**config.mk**
```make
export PLATFORM = sky130hd
export DESIGN_NAME = synth_method_arbiter
export DESIGN_NICKNAME = d
export VERILOG_FILES = /design/src/rtl/synth_arb_pkg.sv /design/src/rtl/synth_method_arbiter_rr_pick.sv /design/src/rtl/synth_method_arbiter.sv
export SDC_FILE = /design/constraint.sdc
export NUM_CORES = 1
export LEC_CHECK = 0
export ABC_AREA = 1
export BUFFER_PORTS_ARGS = -buffer_cell sky130_fd_sc_hd__buf_2
export CAP_MARGIN = 20
export CORE_AREA = 2 2 163 165
export DETAILED_ROUTE_END_ITERATION = 7
export DIE_AREA = 0 0 165 167
export PLACE_DENSITY = 0.71
export SLEW_MARGIN = 20
export SYNTH_ARGS = -nofsm -noshare
export SYNTH_HDL_FRONTEND = slang
export SYNTH_HIERARCHICAL = 1
export SYNTH_SLANG_ARGS = --single-unit
```
**constraint.sdc**
```tcl
create_clock -name clk -period 4.38 [get_ports clk]
set_input_delay 0.876 -clock clk [delete_from_list [all_inputs] [get_ports clk]]
set_output_delay 0.876 -clock clk [all_outputs]
set_load 0.02 [all_outputs]
```
**src/rtl/synth_arb_pkg.sv**
```systemverilog
// Shared types and widths for the method-port arbiter.
package synth_arb_pkg;

  typedef enum logic [2:0] {
    IDLE,
    ISSUE,
    WAIT_START,
    WAIT_DONE,
    RESPOND
  } arb_state_t;

  localparam int TIMEOUT_W = 16;
  localparam int WDOG_W    = 32;

endpackage

```
**src/rtl/synth_method_arbiter_rr_pick.sv**
```systemverilog
// Combinational round-robin selector: first set request bit searching
// upward from last_grant+1, wrapping modulo N_REQ.
module rr_pick #(
  parameter int N_REQ = 4,
  parameter int IDX_W = 2
) (
  input  logic [N_REQ-1:0] req,
  input  logic [IDX_W-1:0] last_grant,
  output logic             valid,
  output logic [IDX_W-1:0] index
);

  // candidate index for each search offset (offset gi+1 from last_grant)
  logic [IDX_W:0]   cand_sum [N_REQ];
  logic [IDX_W-1:0] cand_idx [N_REQ];

  for (genvar gi = 0; gi < N_REQ; gi++) begin : g_cand
    assign cand_sum[gi] = {1'b0, last_grant} + (IDX_W+1)'(gi + 1);
    assign cand_idx[gi] = (cand_sum[gi] >= (IDX_W+1)'(N_REQ))
                          ? IDX_W'(cand_sum[gi] - (IDX_W+1)'(N_REQ))
                          : cand_sum[gi][IDX_W-1:0];
  end

  // scan from the farthest offset down so the nearest requester wins
  always_comb begin
    valid = 1'b0;
    index = '0;
    for (int i = N_REQ - 1; i >= 0; i--) begin
      if (req[cand_idx[i]]) begin
        valid = 1'b1;
        index = cand_idx[i];
      end
    end
  end

endmodule

```
**src/rtl/synth_method_arbiter.sv**
```systemverilog
// Round-robin arbiter sharing one generated-method port (req/busy/return)
// between N_REQ clients, with start and run watchdogs.
module synth_method_arbiter
  import synth_arb_pkg::*;
#(
  parameter int N_REQ    = 4,
  parameter int W        = 32,
  parameter int START_TO = 8,
  parameter int RUN_TO   = 1000000
) (
  input  logic                 clk,
  input  logic                 reset,
  input  logic [N_REQ-1:0]     cli_req,
  input  logic [N_REQ*W-1:0]   cli_arg0,
  input  logic [N_REQ*W-1:0]   cli_arg1,
  output logic [N_REQ-1:0]     cli_ack,
  output logic [N_REQ-1:0]     cli_done,
  output logic [W-1:0]         cli_result,
  output logic                 cli_err,
  output logic                 m_req,
  output logic [W-1:0]         m_arg0,
  output logic [W-1:0]         m_arg1,
  input  logic                 m_busy,
  input  logic [W-1:0]         m_return,
  output logic                 busy,
  output logic [TIMEOUT_W-1:0] timeout_count
);

  localparam int IDX_W = (N_REQ > 1) ? $clog2(N_REQ) : 1;

  arb_state_t           state_reg, state_next;
  logic [IDX_W-1:0]     last_grant_reg, last_grant_next;
  logic [IDX_W-1:0]     cur_reg, cur_next;
  logic [WDOG_W-1:0]    wdog_reg, wdog_next;
  logic [N_REQ-1:0]     ack_reg, ack_next;
  logic [N_REQ-1:0]     done_reg, done_next;
  logic [W-1:0]         result_reg, result_next;
  logic                 err_reg, err_next;
  logic                 m_req_reg, m_req_next;
  logic [W-1:0]         arg0_reg, arg0_next;
  logic [W-1:0]         arg1_reg, arg1_next;
  logic [TIMEOUT_W-1:0] tcount_reg, tcount_next;

  logic [W-1:0]         arg0_arr [N_REQ];
  logic [W-1:0]         arg1_arr [N_REQ];
  logic                 pick_valid;
  logic [IDX_W-1:0]     pick_idx;

  for (genvar gi = 0; gi < N_REQ; gi++) begin : g_unpack
    assign arg0_arr[gi] = cli_arg0[gi*W +: W];
    assign arg1_arr[gi] = cli_arg1[gi*W +: W];
  end

  rr_pick #(
    .N_REQ (N_REQ),
    .IDX_W (IDX_W)
  ) u_pick (
    .req        (cli_req),
    .last_grant (last_grant_reg),
    .valid      (pick_valid),
    .index      (pick_idx)
  );

  // next-state and next-output logic; pulse outputs default low every cycle
  always_comb begin
    state_next      = state_reg;
    last_grant_next = last_grant_reg;
    cur_next        = cur_reg;
    wdog_next       = wdog_reg;
    ack_next        = '0;
    done_next       = '0;
    result_next     = '0;
    err_next        = 1'b0;
    m_req_next      = 1'b0;
    arg0_next       = arg0_reg;
    arg1_next       = arg1_reg;
    tcount_next     = tcount_reg;

    case (state_reg)
      IDLE: begin
        if (pick_valid) begin
          ack_next   = N_REQ'(1) << pick_idx;
          arg0_next  = arg0_arr[pick_idx];
          arg1_next  = arg1_arr[pick_idx];
          cur_next   = pick_idx;
          m_req_next = 1'b1;  // registered, so it is high during ISSUE
          state_next = ISSUE;
        end
      end
      ISSUE: begin
        wdog_next  = '0;
        state_next = WAIT_START;
      end
      WAIT_START: begin
        if (m_busy) begin
          wdog_next  = '0;
          state_next = WAIT_DONE;
        end else if (START_TO != 0 && wdog_reg == WDOG_W'(START_TO)) begin
          done_next  = N_REQ'(1) << cur_reg;
          err_next   = 1'b1;
          state_next = RESPOND;
        end else begin
          wdog_next = wdog_reg + WDOG_W'(1);
        end
      end
      WAIT_DONE: begin
        if (!m_busy) begin
          done_next   = N_REQ'(1) << cur_reg;
          result_next = m_return;
          state_next  = RESPOND;
        end else if (RUN_TO != 0 && wdog_reg == WDOG_W'(RUN_TO)) begin
          done_next  = N_REQ'(1) << cur_reg;
          err_next   = 1'b1;
          state_next = RESPOND;
        end else begin
          wdog_next = wdog_reg + WDOG_W'(1);
        end
      end
      RESPOND: begin
        last_grant_next = cur_reg;
        if (err_reg && tcount_reg != '1) begin
          tcount_next = tcount_reg + TIMEOUT_W'(1);
        end
        state_next = IDLE;
      end
      default: state_next = IDLE;
    endcase
  end

  // state and output registers; reset aborts any call in flight
  always_ff @(posedge clk) begin
    if (reset) begin
      state_reg      <= IDLE;
      last_grant_reg <= IDX_W'(N_REQ - 1);
      cur_reg        <= '0;
      wdog_reg       <= '0;
      ack_reg        <= '0;
      done_reg       <= '0;
      result_reg     <= '0;
      err_reg        <= 1'b0;
      m_req_reg      <= 1'b0;
      arg0_reg       <= '0;
      arg1_reg       <= '0;
      tcount_reg     <= '0;
    end else begin
      state_reg      <= state_next;
      last_grant_reg <= last_grant_next;
      cur_reg        <= cur_next;
      wdog_reg       <= wdog_next;
      ack_reg        <= ack_next;
      done_reg       <= done_next;
      result_reg     <= result_next;
      err_reg        <= err_next;
      m_req_reg      <= m_req_next;
      arg0_reg       <= arg0_next;
      arg1_reg       <= arg1_next;
      tcount_reg     <= tcount_next;
    end
  end

  assign cli_ack       = ack_reg;
  assign cli_done      = done_reg;
  assign cli_result    = result_reg;
  assign cli_err       = err_reg;
  assign m_req         = m_req_reg;
  assign m_arg0        = arg0_reg;
  assign m_arg1        = arg1_reg;
  assign busy          = (state_reg != IDLE);
  assign timeout_count = tcount_reg;

endmodule
```
==> metrics.csv, run 1 <==
metric;value;unit
clock root buffer;clkbuf_16;
Post-Syn Nets;1713;
Synth Instances;1414;
part of the power in registers;0.368;
die height;167;um
CP endpoint kind;flop;
I/O Pins;418;
Post-synth EDFFs;0;
Initial DRT Pass Iterations;5;
Synth top area share;0.361;
skew final;0.0189;ns
wire per inst;16.1;um
Final WS setup;1.61;ns
Initial DRC Count;805;
grt ovf;0;
first-pass GRT wire length;51800;um
Setup Slack @ Placement;1.23;ns
WS Path Type;flop to flop;
TritonCTS Sinks;161;
core area;25800;um^2
Detail Route Antenna Nets;0;
CTS clock-pin slew for the worst setup and hold paths;0.07;ns
RSZ-0062 raised after global routing;false;
final instance area;11800;um^2
Finished Core Util;0.456;
Crit-path slowest cell;inv_2;
share of cells above drive strength 1;0.287;
Comb pwr share;0.320;
Routed WL;34200;um
number of remaining DRC errors;0;
effective utilization at floorplan;0.347;
register area share after synthesis;0.361;
drt via density;5.00;
worst min path class;flop to flop;
most used flip-flop cell after synthesis;dfxtp_1;
DIE AREA;27600;um^2
via count;10700;
row count;59;
CTS Buffer Depth;2;
Slew Limit Headroom;0.272;
Slew Viols, Final;0;
Min Hold Slack;0.470;ns
total track usage;0.240;
Synth Register Bits;161;
gp weighted congestion;0.941;
Syn Area/Cell;6.32;um^2
Yosys cell types;40;
synthesized area;8940;um^2
Most common cell on crit path;nand2_2;
clock network fraction of design power;0.313;
number of fill cells;2715;
CP arrival;3.13;ns
I/O Buffers;417;
WP data required;4.74;ns
fin nets;2073;
CTS tree;built;
Period Utilization, post-route;0.632;
chip width;165;um
Cell Chain, Critical Path;inv_6, nand2_2, nand2_2, nand2_2, nand2_1, nand3_1, a21boi_4, inv_2, o21ai_0, o22ai_1, nor2_1, nor2_1;
Setup Buffers After CTS;0;
peak fanout along the critical path;67;
H-tree levels;4;
outcome;complete, no violations;
Worst VDD drop;0.229;mV
Int Pwr;2.88;mW
Tmin final;2.77;ns
synth warn;6;
Sw Share;0.394;
vias in the first global route;9849;
setup TNS;0;ns
max-cap violations;0;
crit start category;flop;
# hold bufs at CTS;0;
dpl hpwl;25500;um
FFs w/ async S/R, synth;0;
Num CTS Buffers;17;
CP peak stage delay;0.74;ns
Placed Area;11100;um^2
Pwr Density;405;nW/um^2
Leakage;5.69;nW
final number of setup-violating endpoints;0;
Yosys top cell by area;dfxtp_1;
top area cells in the synthesized netlist;dfxtp_1, nor2_1, o21ai_0, nand2_1, o22ai_1;
largest net degree at the start of global routing;131;
Area Overhead vs Synth;31.6;%
initial antenna violation count;15;
worst-margin pin slew;1.09;ns
Final Hold Fails;0;
maximum clock frequency;0.361;GHz
sw power;1.87;mW
clk_lat worst skew;0.44;ns
post-cts resize count;0;
==> power by group through the flow <==
stage	registers (mW)	logic, mW	clock network [mW]
2_1_floorplan	1.97	0.788	0
3_3_place_gp	1.77	1.50	0
3_5_place_dp	1.77	1.52	0
4_1_cts	1.75	1.52	1.52
5_1_grt	1.77	1.67	1.58
6_report	1.75	1.52	1.49
==> cell usage in the layout, fill, tap and decap left out, types with 11 or more instances in the layout <==
cell type,count
a21oi_1,45
buf_2,417
clkbuf_16,17
dfxtp_1,161
inv_1,96
inv_2,15
nand2_1,203
nand2_2,11
nand3_1,53
nand4_1,21
nor2_1,388
nor3_1,16
o21ai_0,194
o22ai_1,66
==> critical path: cells and delay by family (launching register included) <==
kind,cells,cell delay (ns)
buffers and inverters,2,0.83
AOI/OAI and AO/OA,3,0.63
and+or+nand+nor,7,0.60
DFF,1,0.60
==> per-layer routing <==
layer,global-route usage,routed length (um)
met3,0.0685,2570
met2,0.403,16900
met4,0.102,1190
met1,0.284,13500
met5,0,52
==> path summary, 6_finish.rpt <==
| path | from | slack [ns] | cells past startpoint | end |
|---|---|---|---|---|
| max | last_grant_reg[0] | 1.61 | 12 | m_arg0[30] |
| min | m_arg0[31] | 0.47 | 2 | m_arg0[31] |
| max reg2reg | last_grant_reg[0] | 1.61 | 12 | m_arg0[30] |
| min reg2reg | m_arg0[31] | 0.47 | 2 | m_arg0[31] |
==> stage by stage <==
| step | std cells | power, mW |
|---|---|---|
| 6_report | 2130 | 4.76 |
| 5_1_grt | 2127 | 5.02 |
| 4_1_cts | 2122 | 4.79 |
| 3_5_place_dp | 2090 | 3.29 |
| 3_3_place_gp | 2090 | 3.27 |
| 2_1_floorplan | 1414 | 2.76 |
==> area by class of cell <==
type	instances	area [um^2]	area share
antenna	8	20.0	0.00170
clock buffer	17	425	0.0362
clock inverter	15	164	0.0139
inverter	114	435	0.0370
multi-input combinational	1056	4910	0.417
sequential	161	3220	0.274
tap	335	419	0.0356
timing repair buffer	424	2160	0.184
==> cell usage after synthesis, types with 10 or more instances <==
master,instances
nand4_1,21
inv_1,99
a21oi_1,45
nand2_2,10
clkbuf_1,54
o22ai_1,66
nand2_1,205
o21ai_0,194
dfxtp_1,161
nor2_1,388
nor3_1,16
nor2_2,10
inv_2,13
nand3_1,53
buf_2,20
==> kinds of logic (layout without fill, tap and decap cells) <==
group | Yosys count | count (layout) | share of synthesized area
and+or+nand+nor | 723 | 723 | 0.340
AOI/OAI and AO/OA | 318 | 318 | 0.190
buffers and inverters | 197 | 570 | 0.0924
DFF | 161 | 161 | 0.361
xor gates and xnor gates | 11 | 11 | 0.0108
adders and majority gates | 4 | 4 | 0.00560
other | 0 | 8 | 0
Power figures use the tool's default switching activity.
==> inputs of run 2 (changes only) <==
ABC_AREA = 0   (was 1)
CORE_AREA = 2 2 162 164   (was 2 2 163 165)
DIE_AREA = 0 0 164 166   (was 0 0 165 167)
PLACE_DENSITY = 0.67   (was 0.71)
clock period = 2.5 ns   (was 4.38 ns; I/O delays follow)
==> metrics.csv, run 2 <==
metric;value;unit;change
CP endpoint kind;flop;;
Routed WL;27100;um;-21%
R2R cell count;7;;-5
register area share after synthesis;0.430;;+0.0694
Final Hold Fails;0;;unchanged
RSZ-0062 raised after global routing;false;;
WP data required;2.81;ns;-1.93 ns
number of fill cells;2496;;-8.1%
CTS clock-pin slew for the worst setup and hold paths;0.08;ns;about the same
Leakage;4.84;nW;-15%
WHS Path Cells;2;;unchanged
Finished Core Util;0.420;;-0.0367
first-pass GRT wire length;40600;um;-22%
top area cells in the synthesized netlist;dfxtp_1, mux4_2, a22o_1, and2_1, xor2_1;;
worst r2r src;wdog_reg[0];;
Post-Syn Nets;977;;-43%
Yosys top cell by area;dfxtp_1;;
Detail Route Antenna Nets;0;;unchanged
CTS tree;built;;
area of the multi-input gates;4080;um^2;-17%
final number of setup-violating endpoints;0;;unchanged
share of cells above drive strength 1;0.502;;+0.215
CP arrival;2.52;ns;-0.61 ns
Hold Path Sink;cli_result[5];;
worst-margin pin slew;0.644;ns;-0.448 ns
TritonCTS Sinks;161;;unchanged
maximum clock frequency;0.453;GHz;+25%
row count;59;;unchanged
Tmin final;2.21;ns;-0.561 ns
Worst VDD drop;0.368;mV;+61%
core area;25600;um^2;-0.57%
largest net degree at the start of global routing;69;;-47%
gp weighted congestion;0.875;;-7.0%
dpl hpwl;21800;um;-14%
Slew Viols, Final;0;;unchanged
DIE AREA;27200;um^2;-1.2%
most common cell after layout, fill and taps aside;buf_2;;
clock root buffer;clkbuf_16;;
Slew Limit Headroom;0.570;;+0.297
dominant cell by count in the synthesized netlist;dfxtp_1;;
# hold bufs at CTS;0;;unchanged
skew final;0.0143;ns;-0.00461 ns
via count;7308;;-31%
grt ovf;0;;unchanged
worst min path class;input port to flop;;
synth warn;6;;unchanged
crit start category;flop;;
Synth top area share;0.430;;+0.0694
Initial DRT Pass Iterations;4;;-1
total power draw;8.69;mW;+83%
chip width;164;um;-0.61%
Period Utilization, post-route;0.882;;+0.251
setup TNS;0;ns;unchanged
drt via density;5.04;;+0.76%
final instance area;10800;um^2;-8.6%
Commonest cells post-synth;dfxtp_1, a22o_1, mux4_2;;
sequential cell area;3220;um^2;unchanged
Synth Instances;678;;-52%
max-cap violations;0;;unchanged
total track usage;0.196;;-0.0440
Num CTS Buffers;17;;unchanged
CTS Buffer Depth;2;;unchanged
peak fanout along the critical path;6;;-91%
H-tree levels;4;;unchanged
die height;166;um;-0.60%
FFs w/ async S/R, synth;0;;unchanged
I/O Pins;418;;unchanged
I/O Buffers;417;;unchanged
FF-to-FF End;state_reg[1];;
vias in the first global route;7203;;-27%
clk_lat worst skew;0.42;ns;-0.02 ns
Placed Area;10100;um^2;-9.1%
fin nets;1398;;-33%
effective utilization at floorplan;0.293;;-0.0543
synthesized area;7490;um^2;-16%
most used flip-flop cell after synthesis;dfxtp_1;;
number of remaining DRC errors;0;;unchanged
outcome;complete, no violations;;
Pwr Density;808;nW/um^2;+100%
initial antenna violation count;7;;-8
Synth Register Bits;161;;unchanged
Initial DRC Count;401;;-50%
post-cts resize count;0;;unchanged
worst hold path startpoint;m_return[5];;
Yosys cell types;61;;+53%
WS Path Type;flop to flop;;
r2r setup slk;0.29;ns;-1.32 ns
wire per inst;18.7;um;+16%
dpl cells;1413;;-32%
Post-synth EDFFs;0;;unchanged
Syn Area/Cell;11.1;um^2;+75%
Area Overhead vs Synth;43.5;%;
Finished Layout Cells;1450;;-32%
most frequent cells in the layout;buf_2, dfxtp_1, a22o_1;;
[run 2: changes by cell type after synthesis, sizes merged, moves of 30 or more]
cell   delta
a21oi    -30
a22o     +65
and2     +34
inv     -103
mux4     +64
nand2   -186
nand3    -32
nor2    -347
o21ai   -184
o22ai    -66
[run 2: final cells by class]
| type | count | share of cell area |
|---|---|---|
| timing repair buffer | 448 | 0.223 |
| sequential | 161 | 0.300 |
| clock inverter | 14 | 0.0152 |
| antenna | 3 | 0.000698 |
| tap | 335 | 0.0390 |
| multi-input combinational | 461 | 0.379 |
| inverter | 10 | 0.00349 |
| clock buffer | 18 | 0.0399 |
[run 2: worst max path at each step]
stage / start / endpoint / cells past startpoint / slack [ns]
2_1_floorplan: cli_req[2] / m_arg0[0] / 7 / 0.04
3_3_place_gp: cli_req[2] / m_arg1[27] / 8 / 0.15
3_5_place_dp: cli_req[2] / m_arg1[18] / 8 / 0.10
4_1_cts: wdog_reg[0] / state_reg[1] / 7 / 0.27
5_1_grt: wdog_reg[0] / cli_done[1] / 8 / 0.002
6_report: wdog_reg[0] / state_reg[1] / 7 / 0.29
[run 2: power by group]
group	switching, mW	internal, mW
combinational	1.61	1.22
sequential	0.238	2.95
clock	1.25	1.43
[run 2: timing repair]
action                                  4_1_cts  5_1_grt
buffers inserted                              0        2
endpoints found under the setup margin        0        1
hold endpoints to repair                      0        0
[run 2: per-stage QoR]
step	setup WS (ns)	hold slack, ns
floorplan	0.0385	0.452
global placement	0.150	0.454
detailed placement	0.101	0.458
CTS	0.266	0.248
global route	0.00164	0.253
finish	0.294	0.266
[run 2: cells by family (layout without fill, tap and decap cells)]
| kind of cell | count (synthesis) | in the layout | synth area share |
|---|---|---|---|
| simple gates | 239 | 239 | 0.173 |
| flops | 161 | 161 | 0.430 |
| compound gates | 121 | 121 | 0.127 |
| mux | 66 | 66 | 0.195 |
| buf+inv | 56 | 490 | 0.0319 |
| xor+xnor | 31 | 31 | 0.0362 |
| fa+ha+maj | 4 | 4 | 0.00668 |
| other cells | 0 | 3 | 0 |
[run 2: worst max-delay path, stage by stage, from the launching register on]
cell and delay [ns]:
dfxtp_1 0.36, inv_1 0.09, ha_1 0.17, nor4b_1 0.23
nand4_1 0.25, o41ai_1 0.43, o21ai_1 0.24, o31a_1 0.32
[run 2: per-layer routing]
metal,up-vias,global-route usage,share of wire
met1,3550,0.237,0.40
met4,6,0.0801,0.036
met5,-,0,0.0015
met3,41,0.0367,0.057
met2,276,0.340,0.50
li1,3435,-,-
